<file path="config.mk">
export PLATFORM = sky130hd
export DESIGN_NAME = alu_issue
export DESIGN_NICKNAME = d
export VERILOG_FILES = /design/src/rtl/alu_issue.sv
export SDC_FILE = /design/constraint.sdc
export NUM_CORES = 1
export LEC_CHECK = 0
export ABC_AREA = 1
export BUFFER_PORTS_ARGS = -buffer_cell sky130_fd_sc_hd__clkbuf_2
export CAP_MARGIN = 20
export CORE_AREA = 5 5 205 207
export DETAILED_ROUTE_END_ITERATION = 7
export DIE_AREA = 0 0 210 212
export MAX_ROUTING_LAYER = met4
export SLEW_MARGIN = 20
export SYNTH_ARGS = -nofsm -noshare
export SYNTH_HDL_FRONTEND = slang
export SYNTH_SLANG_ARGS = --single-unit
</file>
<file path="constraint.sdc">
create_clock -name clk_i -period 4.6 [get_ports clk_i]
set_input_delay 0.46 -clock clk_i [delete_from_list [all_inputs] [get_ports clk_i]]
set_output_delay 0.46 -clock clk_i [all_outputs]
set_load 0.01 [all_outputs]
</file>
<file path="src/rtl/alu_issue.sv">
// alu_issue: two-stage issue pipeline (operand register A, result register B) between decoder, ALU and writeback.
// Define ALU_ISSUE_WORD_OPS_EN to compile in RV64 W-operation operand/result handling.
module alu_issue (
    input  logic        clk_i,
    input  logic        reset_i,
    input  logic        dec_valid_i,
    output logic        dec_ready_o,
    input  logic [3:0]  dec_op_i,
    input  logic [63:0] dec_rs1_i,
    input  logic [63:0] dec_rs2_i,
    input  logic [63:0] dec_imm_i,
    input  logic [63:0] dec_pc_i,
    input  logic        dec_sel1_i,
    input  logic        dec_sel2_i,
    input  logic [4:0]  dec_rd_i,
    input  logic        dec_word_i,
    output logic [3:0]  alu_op_o,
    output logic [63:0] alu_in1_o,
    output logic [63:0] alu_in2_o,
    input  logic [63:0] alu_result_i,
    output logic        wb_valid_o,
    input  logic        wb_ready_i,
    output logic [4:0]  wb_rd_o,
    output logic [63:0] wb_data_o
);
    localparam logic [3:0] ALU_SLL = 4'd2;
    localparam logic [3:0] ALU_SRL = 4'd6;
    localparam logic [3:0] ALU_SRA = 4'd7;
`ifdef ALU_ISSUE_WORD_OPS_EN
    localparam bit WORD_OPS = 1'b1;
`else
    localparam bit WORD_OPS = 1'b0;
`endif
    logic        a_valid, b_valid, a_word, a_adv, dec_fire, w, shift;
    logic [3:0]  a_op;
    logic [4:0]  a_rd, b_rd;
    logic [63:0] a_in1, a_in2, b_data, op1, op2, in1_n, in2_n, res_n;
    always_comb begin
        a_adv    = a_valid & (~b_valid | wb_ready_i);
        dec_fire = dec_valid_i & dec_ready_o;
        op1      = dec_sel1_i ? dec_pc_i : dec_rs1_i;
        op2      = dec_sel2_i ? dec_imm_i : dec_rs2_i;
        w        = WORD_OPS & dec_word_i;
        shift    = (dec_op_i == ALU_SLL) | (dec_op_i == ALU_SRL) | (dec_op_i == ALU_SRA);
        // W shifts see a 32-bit value: SRL must not shift in the upper half, others sign-extend
        in1_n    = !w ? op1 : (dec_op_i == ALU_SRL) ? {32'b0, op1[31:0]} : {{32{op1[31]}}, op1[31:0]};
        in2_n    = (w && shift) ? {op2[63:6], 1'b0, op2[4:0]} : op2;
        res_n    = (a_rd == 5'd0) ? 64'd0 : a_word ? {{32{alu_result_i[31]}}, alu_result_i[31:0]} : alu_result_i;
    end
    assign dec_ready_o = ~a_valid | a_adv;
    assign alu_op_o    = a_op;
    assign alu_in1_o   = a_in1;
    assign alu_in2_o   = a_in2;
    assign wb_valid_o  = b_valid;
    assign wb_rd_o     = b_rd;
    assign wb_data_o   = b_data;
    always_ff @(posedge clk_i) begin
        if (reset_i) begin
            a_valid <= 1'b0;
            b_valid <= 1'b0;
            b_rd    <= 5'd0;
            b_data  <= 64'd0;
        end else begin
            if (dec_ready_o) a_valid <= dec_valid_i;
            b_valid <= a_adv | (b_valid & ~wb_ready_i);
            if (a_adv) begin
                b_rd   <= a_rd;
                b_data <= res_n;
            end
        end
    end
    always_ff @(posedge clk_i) begin
        if (dec_fire) begin
            a_op   <= dec_op_i;
            a_in1  <= in1_n;
            a_in2  <= in2_n;
            a_rd   <= dec_rd_i;
            a_word <= w;
        end
    end
endmodule
</file>
==> impl_metrics.toml, run 1 <==
[outcome]
status = "completed"

[pwr]
ir_drop_mv = 0.2716
leakagePower_nw = 6.126
p_per_area_mw_per_mm2 = 378.9

[timing]
hold_slack_ps = 80.83
finClkSkew_ps = 22.47
fmax_mhz = 476.3
fin_ws_ps = 2500
worstMarginPinSlew_ps = 911.1
hold_viol = 0
setup_violations = 0
slew_headroom_pct = 39.26
rsz0062_at_grt = "false"
finalCritPeriodShare_pct = 45.64
fin_crit_ps = 2100
slew_viol_final = 0
setup-tns-final_ps = 0

[clock_tree]
cts_setup_buffers = 0
cts_tree = "yes"
cts-root-buf = "clkbuf_16"
clkTransAtPathRegs_ps = 60
htreeDepth = 1
cts.path.max_buffers = 3
cts_resized = 0
cts.sinks = 208
cts_made_buffers = 25
hold_buffers = 0
insertion_delay_ps = 550

[die]
fp-row-count = 74
design.core.area_mm2 = 0.04018
fp.dieW_um = 210
start_util_pct = 21.62
ios = 539
dieArea_mm2 = 0.04452
die_h_um = 212

[critical_path]
timing.critical_path.required_ps = 4980
path_cells = "nor2_1 -> nand3_2 -> buf_4 -> nand2_1 -> a21oi_1"
cp-start-kind = "flip-flop"
worst-endpoint-arrival_ps = 2480
critical_path_class = "reg -> reg"
path_delay_family = "simple AND/OR/NAND/NOR gates"
crit_fanout = 36
cp_slowest_cell = "nand3_2"
critPathBufInv = 1
cpPeakStageDelay_ps = 670
cp-end-kind = "flip-flop"

[detailed_routing]
dr_wl_met3_um = 3688
drt-total-wl_um = 35040
drtIter0Drc = 450
top_layer = "met4"
dr.pass1.iters = 7
wire_per_inst_um = 19.30
drtAntennaViolNets = 0
vias_per_cell = 4.084
m1WireLength_um = 12330
met2WireLength_um = 17650
drc_errors = 0
vias = 7417

[global_routing]
grt_pass1_wl_um = 48980
overflow = 0
grt_max_degree = 71
grt_use_total_pct = 15.07
antenna_found_initial = 13
first_global_vias = 7759

[synth]
syn_area_mm2 = 0.008688
netlist_instances = 727
synth_mux_area_share_pct = 16.59
synth_area_per_cell_um2 = 11.95
synth-seq-cells = 208
synth-xor-area-share_pct = 0
syn-num-nets = 1063
synth_top_family_by_area = "multiplexers"
ys_seq_area_share_pct = 63.71
synth_compound_gate_area_share_pct = 4.522
synthAdderAreaFrac_pct = 0
netlist-cell-type-count = 18
synthSimpleGateAreaFrac_pct = 9.231
yosysWarningCount = 0

[finish]
multi_input_area_mm2 = 0.002636
drive_gt1_share_pct = 56.97
stdcell_area_mm2 = 0.01268
fin_cells = 1816
finalNetCount = 1593
seq_area_mm2 = 0.005535
syn2layout_area_growth_pct = 45.94
nFillCells = 4177
final_cell_mix = "clkbuf_2 (536), nand2_1 (193), edfxtp_1 (137)"
final_common_cell = "clkbuf_2"

[placement]
hpwl_um = 27950
place_ws_ps = 2370
place_inst = 1762
place.gp.congestion = 0.9511
port_buffers = 537
place_area_mm2 = 0.01186

[min_path]
min_path_type = "in -> reg"

[flow_run]
maxCapViolCount = 0
## path summary, 6_finish.rpt
| check | endpoint | slack (ps) | start | cells after the start |
|---|---|---|---|---|
| hold reg to reg | wb_rd_o[1]$_SDFFE_PP0P_ | 480 | wb_rd_o[1]$_SDFFE_PP0P_ | 2 |
| setup reg to reg | wb_data_o[41]$_SDFFE_PP0P_ | 2500 | a_rd[4]$_DFFE_PP_ | 5 |
| setup / recovery | wb_data_o[41]$_SDFFE_PP0P_ | 2500 | a_rd[4]$_DFFE_PP_ | 5 |
| hold / removal | alu_op_o[3]$_DFFE_PP_ | 80 | dec_op_i[3] | 1 |
## layer usage
metal  global-route usage (%)  vias to the layer above
li1                         -                     3523
met4                    4.185                        0
met1                    15.28                     3428
met2                    26.96                      400
met5                        -                        -
met3                    6.153                       66
## area by class of cell
cell class              count  share of cell area (%)
repair buffers            544                   21.73
flip-flops and latches    208                   43.65
clock buffers              31                   5.269
inverters                  70                   2.122
clock inverters            15                   1.026
well taps                 532                   5.250
multi-input cells         408                   20.79
diodes                      8                  0.1579
## stage by stage
stage               power [mW]  utilization [%]
finish                   4.804            31.55
detailed placement       2.907            29.51
global route             5.022            31.54
floorplan                2.561                -
CTS                      4.885            31.50
global placement         2.895            29.51
## worst reg2reg max path, delay by kind of cell, from the launching register on
family / cells / cell delay (ps)
AND/OR/NAND/NOR: 3 / 1010
buffers and inverters: 1 / 490
flip-flops: 1 / 390
AO/OA/AOI/OAI: 1 / 70
## report_power, final
part	internal, mW	switching, mW	leakage, nW
Combinational	0.310	0.358	3.80
Sequential	2.14	0.0493	1.92
Clock	1.14	0.800	0.399
Total	3.60	1.21	6.13
## cell families (layout without fill, tap and decap cells)
| family | after synthesis | count (layout) |
|---|---|---|
| AOI/OAI and AO/OA | 71 | 71 |
| muxes | 128 | 128 |
| and+or+nand+nor | 209 | 209 |
| DFF | 208 | 208 |
| other | 0 | 8 |
| buffers and inverters | 111 | 660 |
## flip-flops by register name, indices dropped and copies added, names as in the netlist
name,count
alu_in1_o,64
alu_in2_o,64
wb_data_o,64
a_rd,5
wb_rd_o,5
alu_op_o,4
a_valid,1
wb_valid_o,1
## Yosys cell counts, drive strengths merged
master	number	area (um^2)
mux2	128	1441
a21oi	66	367.8
clkbuf	5	18.77
buf	36	235.2
nand2	195	742.0
edfxtp	137	4114
nand3	2	15.01
o21ai	5	25.02
nor2	12	45.04
inv	70	262.8
dfxtp	71	1421
Power figures use the tool's default switching activity.
==> inputs of run 2 (changes only) <==
--- a/config.mk
+++ b/config.mk
@@ -8,9 +8,9 @@
 export ABC_AREA = 1
 export BUFFER_PORTS_ARGS = -buffer_cell sky130_fd_sc_hd__clkbuf_2
 export CAP_MARGIN = 20
-export CORE_AREA = 5 5 205 207
+export CORE_AREA = 5 5 207 209
 export DETAILED_ROUTE_END_ITERATION = 7
-export DIE_AREA = 0 0 210 212
+export DIE_AREA = 0 0 212 214
 export MAX_ROUTING_LAYER = met4
 export SLEW_MARGIN = 20
 export SYNTH_ARGS = -nofsm -noshare
==> constraint.sdc (replaced) <==
create_clock -name clk_i -period 1.9 [get_ports clk_i]
set_input_delay 0.19 -clock clk_i [delete_from_list [all_inputs] [get_ports clk_i]]
set_output_delay 0.19 -clock clk_i [all_outputs]
set_load 0.01 [all_outputs]
==> run 2 against run 1 <==
Die area up 1.9%. Global-route usage grew 0.83 points. Core utilization increased by 8.0 points. Sequential power increased by 140%. First-iteration DRC count grew 34%. Cell count up 18%. Critical path depth is 1 lower. Register-to-register slack worse by 2100 ps. Critical path type is now in -> reg.
==> impl_metrics.toml, run 2 (synthesized netlist as in run 1, its figures left out) <==
[die]
fp-row-count = 74
ios = 539
fp.dieW_um = 212
design.core.area_mm2 = 0.04065
start_util_pct = 21.38
dieArea_mm2 = 0.04537
die_h_um = 214

[clock_tree]
htreeDepth = 1
insertion_delay_ps = 530
cts_resized = 0
cts.path.max_buffers = 3
cts-root-buf = "clkbuf_16"
clkTransAtPathRegs_ps = 60
cts_made_buffers = 24
cts.sinks = 208
cts_tree = "yes"

[timing]
fin_crit_ps = 1506
hold_viol = 0
finClkSkew_ps = 21.19
fmax_mhz = 664.1
fin_ws_ps = 394.2
setup_violations = 0
slew_viol_final = 0
finalCritPeriodShare_pct = 79.25
worstMarginPinSlew_ps = 454.1
rsz0062_at_grt = "false"
hold_slack_ps = 28.52
slew_headroom_pct = 69.73

[detailed_routing]
drc_errors = 0
drt-total-wl_um = 37390
drtIter0Drc = 603
vias = 8697
wire_per_inst_um = 17.40
vias_per_cell = 4.047
drtAntennaViolNets = 0
dr.pass1.iters = 4

[finish]
fin_util_pct = 39.53
stdcell_area_mm2 = 0.01607
nFillCells = 3860
final_cell_mix = "clkbuf_2 (537), dlygate4sd3_1 (327), nand2_1 (192)"
finalNetCount = 1925
final_common_cell = "clkbuf_2"
drive_gt1_share_pct = 45.55
syn2layout_area_growth_pct = 84.95

[global_routing]
overflow = 0
grt_max_degree = 70
grt_pass1_wl_um = 54620
first_global_vias = 9617
antenna_found_initial = 15
grt_use_total_pct = 15.90

[pwr]
leakagePower_nw = 7.514
power_mw = 12.07
ir_drop_mv = 0.7483
p_per_area_mw_per_mm2 = 751.1

[critical_path]
critPathBufInv = 3
critical_path_class = "in -> reg"
cpPeakStageDelay_ps = 570
crit_start = "dec_sel1_i"
path_delay_family = "buffers and inverters"
r2r_start = "wb_valid_o$_SDFF_PP0_"
worst-endpoint-arrival_ps = 1760
cp-end-kind = "flip-flop"
cp_slowest_cell = "dlygate4sd3_1"
timing.critical_path.required_ps = 2160
cp-start-kind = "primary input"
path_cells = "clkbuf_2 -> buf_12 -> mux2_2 -> dlygate4sd3_1"
crit_fanout = 26

[flow_run]
maxCapViolCount = 0

[placement]
place_ws_ps = 428.1
hpwl_um = 25960
port_buffers = 537
place_area_mm2 = 0.01201
place.gp.congestion = 0.8547

[outcome]
status = "completed"

[min_path]
min_path_type = "in -> reg"
min-delay-start = "dec_pc_i[39]"
run 2: cell count changes in the layout (fill, tap and decap cells not counted), sizes merged:
cell	before	now
buf	8	13
bufinv	2	0
clkbuf	567	573
clkinv	11	4
clkinvlp	0	3
diode	8	12
dlygate4sd3	0	327
inv	72	69
run 2: timing repair:
action / 4_1_cts / 5_1_grt
setup endpoints to repair: 0 / 0
buffers inserted: 0 / 0
endpoints found under the hold margin: 201 / 0
hold buffers: 327 / 0
run 2: final timing paths:
| kind | end | slack [ps] | depth (start not counted) |
|---|---|---|---|
| min reg2reg | wb_rd_o[3]$_SDFFE_PP0P_ | 490 | 2 |
| max | alu_in1_o[0]$_DFFE_PP_ | 390 | 4 |
| max reg2reg | alu_in2_o[30]$_DFFE_PP_ | 440 | 4 |
| min | alu_in1_o[39]$_DFFE_PP_ | 30 | 2 |
run 2: report_power, final:
group	internal [mW]	switching, mW	leakage, nW
sequential	5.19	0.137	1.93
combinational	1.30	1.00	5.23
clock	2.61	1.84	0.360
run 2: through the flow:
stage	setup TNS, ps	cells
4_1_cts	0	2137
3_5_place_dp	0	1768
3_3_place_gp	0	1768
6_report	0	2149
5_1_grt	0	2147
2_1_floorplan	-147030	727
run 2: cell type report:
cell class / instances / area (um^2) / share of cell area (%)
Antenna cell: 12 / 30.03 / 0.1869
Clock buffer: 36 / 721.9 / 4.493
Clock inverter: 6 / 30.03 / 0.1869
Inverter: 70 / 266.5 / 1.658
Multi-Input combinational cell: 408 / 2656 / 16.53
Sequential cell: 208 / 5540 / 34.48
Tap cell: 532 / 665.6 / 4.142
Timing Repair Buffer: 877 / 6158 / 38.32
run 2: per-layer routing:
| layer | routed length, um | track usage (%) |
|---|---|---|
| met5 | 0 | - |
| met4 | 1621 | 6.936 |
| met3 | 3800 | 5.647 |
| met2 | 18740 | 27.65 |
| met1 | 13230 | 16.03 |
